[src/rtl/unidade_controle_multiciclo_pkg.sv]
// Shared definitions for the multicycle MIPS control unit.
// Holds the ULA operation codes, the opcode/funct constants, the state
// encodings and the control-word layout used by the FSM and the ALU decoder.
// Optional feature macro: ULA_BNE_EN (adds bne handling in DECODE/BRANCH).

package unidade_controle_multiciclo_pkg;

    localparam int STATE_BITS = 4;

    typedef enum logic [STATE_BITS-1:0] {
        S_FETCH   = 4'd0,
        S_DECODE  = 4'd1,
        S_MEMADR  = 4'd2,
        S_MEMRD   = 4'd3,
        S_MEMWB   = 4'd4,
        S_MEMWR   = 4'd5,
        S_EXECUTE = 4'd6,
        S_ALUWB   = 4'd7,
        S_BRANCH  = 4'd8,
        S_ADDIEX  = 4'd9,
        S_ADDIWB  = 4'd10,
        S_JUMP    = 4'd11
    } state_t;

    typedef enum logic [1:0] {
        ALUOP_ADD   = 2'b00,
        ALUOP_SUB   = 2'b01,
        ALUOP_FUNCT = 2'b10
    } alu_op_t;

    localparam logic [2:0] ALU_ADD = 3'b010;
    localparam logic [2:0] ALU_SUB = 3'b110;
    localparam logic [2:0] ALU_AND = 3'b000;
    localparam logic [2:0] ALU_OR  = 3'b001;
    localparam logic [2:0] ALU_SLT = 3'b111;

    localparam logic [5:0] OP_RTYPE = 6'b000000;
    localparam logic [5:0] OP_J     = 6'b000010;
    localparam logic [5:0] OP_BEQ   = 6'b000100;
    localparam logic [5:0] OP_BNE   = 6'b000101;
    localparam logic [5:0] OP_ADDI  = 6'b001000;
    localparam logic [5:0] OP_LW    = 6'b100011;
    localparam logic [5:0] OP_SW    = 6'b101011;

    localparam logic [5:0] FUNCT_ADD = 6'b100000;
    localparam logic [5:0] FUNCT_SUB = 6'b100010;
    localparam logic [5:0] FUNCT_AND = 6'b100100;
    localparam logic [5:0] FUNCT_OR  = 6'b100101;
    localparam logic [5:0] FUNCT_SLT = 6'b101010;

    localparam logic [1:0] SRCB_REGB   = 2'b00;
    localparam logic [1:0] SRCB_FOUR   = 2'b01;
    localparam logic [1:0] SRCB_IMM    = 2'b10;
    localparam logic [1:0] SRCB_IMMSH2 = 2'b11;

    localparam logic [1:0] PCSRC_ALU    = 2'b00;
    localparam logic [1:0] PCSRC_ALUOUT = 2'b01;
    localparam logic [1:0] PCSRC_JUMP   = 2'b10;

    // Everything the FSM drives in one cycle; alu_op feeds the ALU decoder,
    // pc_write/branch are combined with the zero flag to form pc_en.
    typedef struct packed {
        logic [1:0] alu_op;
        logic       alu_src_a;
        logic [1:0] alu_src_b;
        logic [1:0] pc_src;
        logic       pc_write;
        logic       branch;
        logic       iord;
        logic       mem_write;
        logic       ir_write;
        logic       reg_dst;
        logic       mem_to_reg;
        logic       reg_write;
        logic       illegal_op;
    } ctrl_t;

    // All-zero word: add on the ALU, PC source 00, no strobes.
    localparam ctrl_t CTRL_IDLE = '0;

    // True for every opcode this control unit knows how to sequence.
    function automatic logic isSupportedOpcode(input logic [5:0] op);
        logic ok;
        ok = 1'b0;
        case (op)
            OP_LW, OP_SW, OP_RTYPE, OP_BEQ, OP_ADDI, OP_J: ok = 1'b1;
`ifdef ULA_BNE_EN
            OP_BNE: ok = 1'b1;
`endif
            default: ok = 1'b0;
        endcase
        return ok;
    endfunction

endpackage

[src/rtl/unidade_controle_multiciclo_ula_decoder.sv]
// ALU decoder for the multicycle control unit.
// Turns the FSM's two-bit ALU request plus the R-type funct field into the
// three-bit ALUControl code understood by the ULA.

module ula_decoder
    import unidade_controle_multiciclo_pkg::*;
(
    input  logic [1:0] alu_op_i,
    input  logic [5:0] funct_i,
    output logic [2:0] alu_control_o
);

    // Fixed add/sub requests pass straight through; R-type defers to funct,
    // and an unknown funct quietly falls back to add.
    always_comb begin
        alu_control_o = ALU_ADD;
        case (alu_op_i)
            ALUOP_ADD: alu_control_o = ALU_ADD;
            ALUOP_SUB: alu_control_o = ALU_SUB;
            ALUOP_FUNCT: begin
                case (funct_i)
                    FUNCT_ADD: alu_control_o = ALU_ADD;
                    FUNCT_SUB: alu_control_o = ALU_SUB;
                    FUNCT_AND: alu_control_o = ALU_AND;
                    FUNCT_OR:  alu_control_o = ALU_OR;
                    FUNCT_SLT: alu_control_o = ALU_SLT;
                    default:   alu_control_o = ALU_ADD;
                endcase
            end
            default: alu_control_o = ALU_ADD;
        endcase
    end

endmodule

[src/rtl/unidade_controle_multiciclo.sv]
// Multicycle MIPS control FSM.
// Sequences FETCH/DECODE and the per-instruction states, driving operand
// selects and datapath write enables; pc_en in BRANCH is the only output
// that looks at the ULA zero flag. Optional macro ULA_BNE_EN adds bne, which
// needs one extra flop to remember the branch sense chosen in DECODE.

module unidade_controle_multiciclo
    import unidade_controle_multiciclo_pkg::*;
#(
    parameter int STATE_W = 4
) (
    input  logic       clock,
    input  logic       reset,
    input  logic [5:0] opcode,
    input  logic [5:0] funct,
    input  logic       zero,
    output logic [2:0] ALUControl,
    output logic       alu_src_a,
    output logic [1:0] alu_src_b,
    output logic [1:0] pc_src,
    output logic       pc_en,
    output logic       iord,
    output logic       mem_write,
    output logic       ir_write,
    output logic       reg_dst,
    output logic       mem_to_reg,
    output logic       reg_write,
    output logic       illegal_op
);

    logic [STATE_W-1:0] state_q;
    logic [STATE_W-1:0] state_d;
    ctrl_t              ctrl;
    logic               branchTaken;

    // State register; reset lands on FETCH at the next edge.
    always_ff @(posedge clock) begin
        if (reset) begin
            state_q <= S_FETCH;
        end else begin
            state_q <= state_d;
        end
    end

`ifdef ULA_BNE_EN
    logic is_bne_q;
    logic is_bne_d;

    // Remember in DECODE whether the branch is bne so BRANCH knows the sense.
    always_ff @(posedge clock) begin
        if (reset) begin
            is_bne_q <= 1'b0;
        end else begin
            is_bne_q <= is_bne_d;
        end
    end

    // Capture the branch kind only while decoding; hold it otherwise.
    always_comb begin
        is_bne_d = is_bne_q;
        if (state_q == S_DECODE) begin
            is_bne_d = (opcode == OP_BNE);
        end
    end

    assign branchTaken = is_bne_q ? ~zero : zero;
`else
    assign branchTaken = zero;
`endif

    // Next-state logic; any unused encoding falls back to FETCH.
    always_comb begin
        state_d = S_FETCH;
        case (state_q)
            S_FETCH: state_d = S_DECODE;
            S_DECODE: begin
                case (opcode)
                    OP_LW, OP_SW: state_d = S_MEMADR;
                    OP_RTYPE:     state_d = S_EXECUTE;
                    OP_BEQ:       state_d = S_BRANCH;
`ifdef ULA_BNE_EN
                    OP_BNE:       state_d = S_BRANCH;
`endif
                    OP_ADDI:      state_d = S_ADDIEX;
                    OP_J:         state_d = S_JUMP;
                    default:      state_d = S_FETCH;
                endcase
            end
            S_MEMADR:  state_d = (opcode == OP_LW) ? S_MEMRD : S_MEMWR;
            S_MEMRD:   state_d = S_MEMWB;
            S_MEMWB:   state_d = S_FETCH;
            S_MEMWR:   state_d = S_FETCH;
            S_EXECUTE: state_d = S_ALUWB;
            S_ALUWB:   state_d = S_FETCH;
            S_BRANCH:  state_d = S_FETCH;
            S_ADDIEX:  state_d = S_ADDIWB;
            S_ADDIWB:  state_d = S_FETCH;
            S_JUMP:    state_d = S_FETCH;
            default:   state_d = S_FETCH;
        endcase
    end

    // Moore control word per state; reset overrides everything to idle so
    // no strobe leaks out while an instruction is being abandoned.
    always_comb begin
        ctrl = CTRL_IDLE;
        case (state_q)
            S_FETCH: begin
                ctrl.iord      = 1'b0;
                ctrl.ir_write  = 1'b1;
                ctrl.alu_src_a = 1'b0;
                ctrl.alu_src_b = SRCB_FOUR;
                ctrl.alu_op    = ALUOP_ADD;
                ctrl.pc_src    = PCSRC_ALU;
                ctrl.pc_write  = 1'b1;
            end
            S_DECODE: begin
                ctrl.alu_src_a  = 1'b0;
                ctrl.alu_src_b  = SRCB_IMMSH2;
                ctrl.alu_op     = ALUOP_ADD;
                ctrl.illegal_op = ~isSupportedOpcode(opcode);
            end
            S_MEMADR: begin
                ctrl.alu_src_a = 1'b1;
                ctrl.alu_src_b = SRCB_IMM;
                ctrl.alu_op    = ALUOP_ADD;
            end
            S_MEMRD: begin
                ctrl.iord = 1'b1;
            end
            S_MEMWB: begin
                ctrl.reg_dst    = 1'b0;
                ctrl.mem_to_reg = 1'b1;
                ctrl.reg_write  = 1'b1;
            end
            S_MEMWR: begin
                ctrl.iord      = 1'b1;
                ctrl.mem_write = 1'b1;
            end
            S_EXECUTE: begin
                ctrl.alu_src_a = 1'b1;
                ctrl.alu_src_b = SRCB_REGB;
                ctrl.alu_op    = ALUOP_FUNCT;
            end
            S_ALUWB: begin
                ctrl.reg_dst    = 1'b1;
                ctrl.mem_to_reg = 1'b0;
                ctrl.reg_write  = 1'b1;
            end
            S_BRANCH: begin
                ctrl.alu_src_a = 1'b1;
                ctrl.alu_src_b = SRCB_REGB;
                ctrl.alu_op    = ALUOP_SUB;
                ctrl.pc_src    = PCSRC_ALUOUT;
                ctrl.branch    = 1'b1;
            end
            S_ADDIEX: begin
                ctrl.alu_src_a = 1'b1;
                ctrl.alu_src_b = SRCB_IMM;
                ctrl.alu_op    = ALUOP_ADD;
            end
            S_ADDIWB: begin
                ctrl.reg_dst   = 1'b0;
                ctrl.reg_write = 1'b1;
            end
            S_JUMP: begin
                ctrl.pc_src   = PCSRC_JUMP;
                ctrl.pc_write = 1'b1;
            end
            default: ctrl = CTRL_IDLE;
        endcase
        if (reset) begin
            ctrl = CTRL_IDLE;
        end
    end

    ula_decoder u_ula_decoder (
        .alu_op_i      (ctrl.alu_op),
        .funct_i       (funct),
        .alu_control_o (ALUControl)
    );

    assign alu_src_a  = ctrl.alu_src_a;
    assign alu_src_b  = ctrl.alu_src_b;
    assign pc_src     = ctrl.pc_src;
    assign pc_en      = ctrl.pc_write | (ctrl.branch & branchTaken);
    assign iord       = ctrl.iord;
    assign mem_write  = ctrl.mem_write;
    assign ir_write   = ctrl.ir_write;
    assign reg_dst    = ctrl.reg_dst;
    assign mem_to_reg = ctrl.mem_to_reg;
    assign reg_write  = ctrl.reg_write;
    assign illegal_op = ctrl.illegal_op;

endmodule

[config.mk]
export PLATFORM = sky130hd
export DESIGN_NAME = unidade_controle_multiciclo
export DESIGN_NICKNAME = d
export VERILOG_FILES = /design/src/rtl/unidade_controle_multiciclo_pkg.sv /design/src/rtl/unidade_controle_multiciclo_ula_decoder.sv /design/src/rtl/unidade_controle_multiciclo.sv
export SDC_FILE = /design/constraint.sdc
export NUM_CORES = 1
export LEC_CHECK = 0
export ABC_AREA = 1
export BUFFER_PORTS_ARGS = -buffer_cell sky130_fd_sc_hd__buf_2
export CORE_MARGIN = 3
export CORE_UTILIZATION = 40
export DETAILED_ROUTE_END_ITERATION = 6
export PLACE_DENSITY = 0.7
export SLEW_MARGIN = 20
export SYNTH_ARGS = -nofsm -noshare
export SYNTH_HDL_FRONTEND = slang
export SYNTH_HIERARCHICAL = 1
export SYNTH_SLANG_ARGS = --single-unit
[constraint.sdc]
create_clock -name clock -period 2.7 [get_ports clock]
set_clock_uncertainty 0.1 [all_clocks]
set_input_delay 0.54 -clock clock [delete_from_list [all_inputs] [get_ports clock]]
set_output_delay 0.54 -clock clock [all_outputs]
set_load 0.05 [all_outputs]
[Word-level counts from Yosys, hierarchy flattened]
Index checks and enable logic that the tools add are counted.
Operators by class
  bitwise operators: 3
  eq/ne operators: 22
  reduce and logical (&&, ||, !) cells: 8
  multiplexer cells: 19
Operator list (count)
  6-bit == test (second input constant): 6
  5-bit one-hot mux with 5 select lines: 1
  4-bit one-hot mux with 6 select lines: 1
  4-bit one-hot mux with 5 select lines: 1
  4-bit by 3-bit == test with 1-bit output (second input constant): 4
  4-bit == test (second input constant): 4
  16-bit two-way mux: 1
  3-bit one-hot mux with 4 select lines: 1
  1-bit two-way mux: 11
  4-bit by 2-bit == test with 1-bit output (second input constant): 2
  2-bit OR reduction: 4
  6-bit by 2-bit == test with 1-bit output (second input constant): 1
  6-bit by 3-bit == test with 1-bit output (second input constant): 1
  6-bit by 4-bit == test with 1-bit output (second input constant): 1
  6-bit logical NOT: 1
  3-bit one-hot mux with 2 select lines: 1
  6-bit OR reduction: 1
  4-bit by 1-bit == test with 1-bit output (second input constant): 1
  4-bit logical NOT: 1
  2-bit one-hot mux with 2 select lines: 1
  3-bit two-way mux: 1
  3-bit OR reduction: 1
  2-bit by 1-bit == test with 1-bit output (second input constant): 1
  2-bit == test (second input constant): 1
  3 further kinds: 3
Storage, ports and cells
  logic and storage cells: 53
  output and inout bits: 16
  input bits: 15
  register bits: 4

[Longest topological paths before layout]
Gate-level depths: netlist of run 1.
  word-level depth: 9
  gate-level depth with buffers: 12
  mapped depth without buffers: 12

[Cells and area by module]
Netlist of run 1, hierarchy kept.
By module, submodules not included
  unidade_controle_multiciclo: instances 1, cells each 95, seq. area each 80.1 sq um, area each 489.2 sq um
  ula_decoder: instances 1, cells each 37, seq. area each 0.0 sq um, area each 173.9 sq um

[Worst setup path after synthesis of run 1]
No wires, ideal clock.
  path type: input to output
  start: input port reset
  end: output port ALUControl[0]
  data required time: 2.060 ns
  buffers on the path: 1
  cell stages on the path: 6
  slack: -0.287 ns
  data arrival time: 2.347 ns
  path through: buf_2 nor3_1 inv_1 ha_1 or2_1 a21oi_1
RTL lines
  start: declaration: line unidade_controle_multiciclo.sv:13  | input logic reset,
  end: declaration: line unidade_controle_multiciclo.sv:17  | output logic [2:0] ALUControl,

==> flow_metrics.py, run 1 <==
metrics = {
    "min_path": {
        "min_path_type": "reg2reg",
    },
    "sta": {
        "slew_viol_final": 0,
        "period_needed_ns": 2.62,
        "maxSlewHeadroom_pct": 79.3,
        "max_slew.worst_pin.slew_ns": 0.309,
        "finalHoldViolCount": 0,
        "max_freq_ghz": 0.382,
        "finalCritPeriodShare_pct": 97.0,
        "setup_viol": 0,
        "fin_setup_tns_ns": 0,
    },
    "cts": {
        "cts_buffer_depth": 2,
        "cts.sinks": 4,
        "clock_latency_ns": 0.23,
        "holdBufCountCts": 0,
        "cts_tree": "built",
        "clk_root_buffer_cell": "clkbuf_4",
        "clk_pin_slew_ns": 0.04,
        "numCtsBuffers": 3,
        "htreeDepth": 1,
    },
    "logic_synthesis": {
        "netlist_top_cells_count": "29 x nand2_1, 27 x nor2_1, 25 x inv_1, 14 x nand3_1, 8 x a21oi_1",
        "synth_cell_types": 19,
        "yosysSeqAreaShare_pct": 12.1,
        "synth_area_um2": 663,
        "synth_top_area_cell": "nand2_1",
        "avgSynthCellArea_um2": 5.02,
        "postSynthCellCount": 132,
        "synth-async-reset-ratio_pct": 0,
        "synth_area_leaders": "nand2_1 16%, nor2_1 15%, inv_1 14%",
        "post-synth-top-count-cell": "nand2_1",
        "synth_edf_count": 0,
        "ys.warnings.count": 6,
        "syn-num-nets": 149,
        "synth_top_area_share_pct": 16.4,
        "ys.flop_type": "dfxtp_1",
        "ys_seq_elements": 4,
    },
    "drt": {
        "detail-route-antenna-nets": 0,
        "wl_um": 1750,
        "vias_per_cell": 4.88,
        "wl_per_cell_um": 9.71,
        "dr_total_vias": 879,
        "drtIter0Drc": 20,
        "drt-pass1-iter-count": 4,
        "drc_errors": 0,
    },
    "placed_design": {
        "io_buffers": 30,
        "place_hpwl_um": 1450,
        "placed_cell_area_um2": 828,
        "dp_cells": 176,
        "place_congestion": 0.870,
    },
    "cells_and_area": {
        "top_register": "state_q",
        "num-fill-cells": 173,
        "num_antenna_cells": 0,
        "multi_input_area_um2": 479,
        "final_nets": 183,
        "reg_top3": "state_q (4)",
        "largest_register_ffs": 4,
        "fin_cells": 180,
        "drive_above_1_share_pct": 32.3,
        "area_growth_pct": 34.5,
        "register_area_um2": 80.1,
        "final_cell_area_um2": 892,
    },
    "setup_path": {
        "cp.required_ns": 2.06,
        "worstPathArrival_ns": 1.98,
        "r2r_slack_ns": 1.43,
        "path_max_fanout": 5,
        "cp-startpoint": "state_q[3]",
        "worst_setup_path_start_kind": "flip-flop",
        "endpoint": "ALUControl[0]",
        "r2r_start": "state_q[1]",
        "reg2reg_depth": 7,
        "worstSetupPathType": "reg2out",
        "endpoint_kind": "primary output",
        "r2r-end": "state_q[1]",
    },
    "die": {
        "boundaryPins": 31,
        "rows": 14,
        "die_w_um": 46.7,
        "start_util_pct": 43.0,
        "core_area_mm2": 0.00154,
        "dieArea_mm2": 0.00218,
        "dieHeight_um": 46.7,
    },
    "global_route": {
        "grt_pass1_vias": 665,
        "grt_antenna_before_repair": 0,
        "track_usage_pct": 16.9,
        "grt_pass1_wl_um": 2700,
        "grt_max_degree": 8,
        "grt_remaining_overflow": 0,
    },
    "power_and_ir_drop": {
        "p_per_area_mw_per_mm2": 245,
        "vdd_drop_max_v": 0.000177,
        "p_leak_nw": 0.492,
    },
    "flow_run": {
        "drv_cap": 0,
    },
    "status": {
        "run_status": "completed",
    },
}
-- stage by stage --
stage | power [mW] | hold slack [ns] | setup WS (ns) | util [%]
after floorplan | 0.121 | 0.430 | -0.00173 | -
after global placement | 0.144 | 0.481 | 0.155 | 53.7
after detailed placement | 0.146 | 0.472 | 0.146 | 53.7
after CTS | 0.222 | 0.481 | 0.0141 | 55.4
after global routing | 0.238 | 0.530 | -0.0643 | 57.9
final | 0.218 | 0.486 | 0.0808 | 57.9
-- critical path, stage by stage (launching register included) --
cell and delay, ns:
dfxtp_1 0.36, inv_1 0.09, nor2_2 0.11, inv_2 0.07
nor3_2 0.23, inv_1 0.11, ha_4 0.25, or2_1 0.23
a21oi_2 0.12, buf_6 0.17
-- routing by layer --
metal | vias up | track usage (%) | share of wire [%]
met1 | 385 | 24.6 | 45
met4 | 0 | 4.97 | 0
li1 | 472 | - | -
met5 | - | 0 | 0
met2 | 22 | 25.8 | 48
met3 | 0 | 2.34 | 6.2
-- cells in the final DEF (no fill, tap or decap), drive strengths merged --
cell,netlist,routed
a21oi,8,8
nand3,14,14
buf,5,34
a211oi,1,1
dfxtp,4,4
clkbuf,0,3
o211ai,1,1
a221oi,1,1
nor2,31,31
or2,1,1
o21ai,2,2
inv,27,27
nor3,5,5
ha,2,2
nand2,30,30
-- worst min path at each step --
stage               startpoint    endpoint  slack [ns]  cells past startpoint
finish              state_q[2]  state_q[3]        0.49                      3
global route        state_q[2]  state_q[3]        0.53                      3
CTS                 state_q[2]  state_q[3]        0.48                      3
detailed placement  state_q[2]  state_q[3]        0.47                      3
global placement    state_q[2]  state_q[3]        0.48                      3
floorplan           state_q[2]  state_q[3]        0.43                      3
-- power breakdown --
part	switching (mW)	internal, mW
Combinational	0.0587	0.0246
Sequential	0.00210	0.0612
Clock	0.0220	0.0496
-- area by class of cell --
cell class                      instances  share of cell area (%)
Sequential cell                         4                    8.98
Clock buffer                            3                    2.52
Inverter                               27                    11.4
Timing Repair Buffer                   34                    21.2
Tap cell                               16                    2.24
Multi-Input combinational cell         96                    53.7
-- what timing repair did --
action | 4_1_cts | 5_1_grt
resized for setup | 1 | 9
setup buffers | 0 | 1
gates cloned | 0 | 0
endpoints found under the setup margin | 1 | 3
pin swaps | 0 | 1
-- cell families (layout without fill, tap and decap cells) --
family                     Yosys count  in the layout  share of synthesized area [%]
DFF                                  4              4                           12.1
AOI/OAI and AO/OA                   13             13                           11.1
and+or+nand+nor                     81             81                           52.5
buffers and inverters               32             64                           20.6
adders and majority gates            2              2                           3.77
No activity file was read; power rests on OpenSTA's default activity.
==> inputs of run 2 (changes only) <==
- CTS_BUF_LIST: not set -> sky130_fd_sc_hd__clkbuf_2
- REMOVE_ABC_BUFFERS: not set -> 1
==> flow_metrics.py, run 2 (synthesis gave the netlist of run 1 again) <==
metrics = {
    "cts": {
        "clock_latency_ns": 0.20,
        "clk_pin_slew_ns": 0.04,
        "cts_buffer_depth": 2,
        "holdBufCountCts": 0,
        "cts.sinks": 4,
        "clk_root_buffer_cell": "clkbuf_2",
        "numCtsBuffers": 3,
        "cts_tree": "built",
        "htreeDepth": 1,
    },
    "cells_and_area": {
        "final_nets": 182,
        "top_register": "state_q",
        "largest_register_ffs": 4,
        "register_area_um2": 81.3,
        "num_antenna_cells": 0,
        "reg_top3": "state_q (4)",
        "drive_above_1_share_pct": 30.7,
        "final_cell_mix": "29 x nand2_1, 29 x buf_2, 25 x nor2_1",
        "area_growth_pct": 30.2,
        "num-fill-cells": 174,
        "multi_input_area_um2": 467,
    },
    "die": {
        "die_w_um": 46.7,
        "dieArea_mm2": 0.00218,
        "start_util_pct": 43.0,
        "boundaryPins": 31,
        "core_area_mm2": 0.00154,
        "dieHeight_um": 46.7,
        "rows": 14,
    },
    "placed_design": {
        "io_buffers": 30,
        "place_congestion": 0.838,
        "place_hpwl_um": 1450,
    },
    "global_route": {
        "grt_pass1_vias": 739,
        "grt_pass1_wl_um": 2670,
        "track_usage_pct": 16.3,
        "grt_antenna_before_repair": 0,
        "grt_remaining_overflow": 0,
        "grt_max_degree": 12,
    },
    "sta": {
        "rsz0062_at_grt": "no",
        "setup_viol": 0,
        "maxSlewHeadroom_pct": 80.3,
        "finalCritPeriodShare_pct": 95.6,
        "hold_slack_ns": 0.520,
        "max_freq_ghz": 0.387,
        "period_needed_ns": 2.58,
        "finalHoldViolCount": 0,
        "max_slew.worst_pin.slew_ns": 0.294,
        "slew_viol_final": 0,
    },
    "drt": {
        "detail-route-antenna-nets": 0,
        "drtIter0Drc": 15,
        "wl_um": 1700,
        "drt-pass1-iter-count": 4,
        "wl_per_cell_um": 9.52,
        "drc_errors": 0,
        "dr_total_vias": 847,
        "vias_per_cell": 4.73,
    },
    "setup_path": {
        "cp.required_ns": 2.06,
        "cp.buffers_inverters": 4,
        "max_stage_delay_ns": 0.34,
        "worst_setup_path_start_kind": "flip-flop",
        "worstSetupPathType": "reg2out",
        "path_max_fanout": 5,
        "cp_slowest_cell": "dfxtp_2",
        "cp_cell_sequence": "inv_1, nor2_2, inv_2, nor3_4, inv_1, ha_1, or2_1, a21oi_2, buf_6",
        "critPathMostFrequentCell": "inv_1",
        "critPathTopFamily": "simple AND/OR/NAND/NOR gates",
        "endpoint_kind": "primary output",
        "worstPathArrival_ns": 1.94,
    },
    "status": {
        "run_status": "completed",
    },
    "min_path": {
        "min_path_type": "reg2reg",
    },
    "power_and_ir_drop": {
        "vdd_drop_max_v": 0.000201,
        "p_leak_nw": 0.486,
        "p_per_area_mw_per_mm2": 227,
        "power_mw": 0.196,
    },
    "flow_run": {
        "drv_cap": 0,
    },
}
run 2: what timing repair did:
action                                  CTS  global route
buffers inserted                          0             1
pin swaps                                 0             2
endpoints found under the setup margin    1             2
gates resized for setup                   2             7
run 2: layer usage:
metal  track usage [%]  part of all wire (%)
met1              18.6                    42
met2              31.3                    52
met4              4.97                     0
met3              1.56                   5.7
met5                 0                     0
run 2: final timing paths:
path | start | end | slack, ns | depth (start not counted)
worst max-delay path | state_q[3] | ALUControl[0] | 0.12 | 9
worst min-delay path | state_q[3] | state_q[0] | 0.52 | 3
worst max register to register | state_q[1] | state_q[1] | 1.41 | 7
worst min register to register | state_q[3] | state_q[0] | 0.52 | 3
run 2: per-stage QoR:
step	utilization (%)	TNS (ns)	setup slack [ns]	area [µm²]	cells
after floorplan	-	-0.262	-0.136	628	127
after global placement	52.8	0	0.115	813	175
after detailed placement	52.8	0	0.0211	813	175
after CTS	54.2	0	0.0589	836	178
after global routing	56.0	0	0.00519	863	179
final	56.0	0	0.118	863	179
run 2: worst register-to-register path: stages (launching register included):
cell,delay (ns)
dfxtp_1,0.45
inv_1,0.07
nand2_1,0.17
inv_1,0.08
nand2_1,0.08
nand2_1,0.05
nor2_1,0.10
a21oi_1,0.07
run 2: layout make-up:
| class | instances | area share [%] |
|---|---|---|
| clock buffer | 3 | 1.74 |
| inverter | 27 | 11.7 |
| multi-input combinational | 96 | 54.1 |
| sequential | 4 | 9.42 |
| tap | 16 | 2.32 |
| timing repair buffer | 33 | 20.7 |
run 2: report_power, final:
part / internal [mW] / leakage [nW] / switching (mW) / total [mW]
clock network: 0.0298 / 0.0125 / 0.0216 / 0.0514
logic: 0.0237 / 0.441 / 0.0582 / 0.0819
registers: 0.0612 / 0.0331 / 0.00174 / 0.0629
total: 0.115 / 0.486 / 0.0815 / 0.196
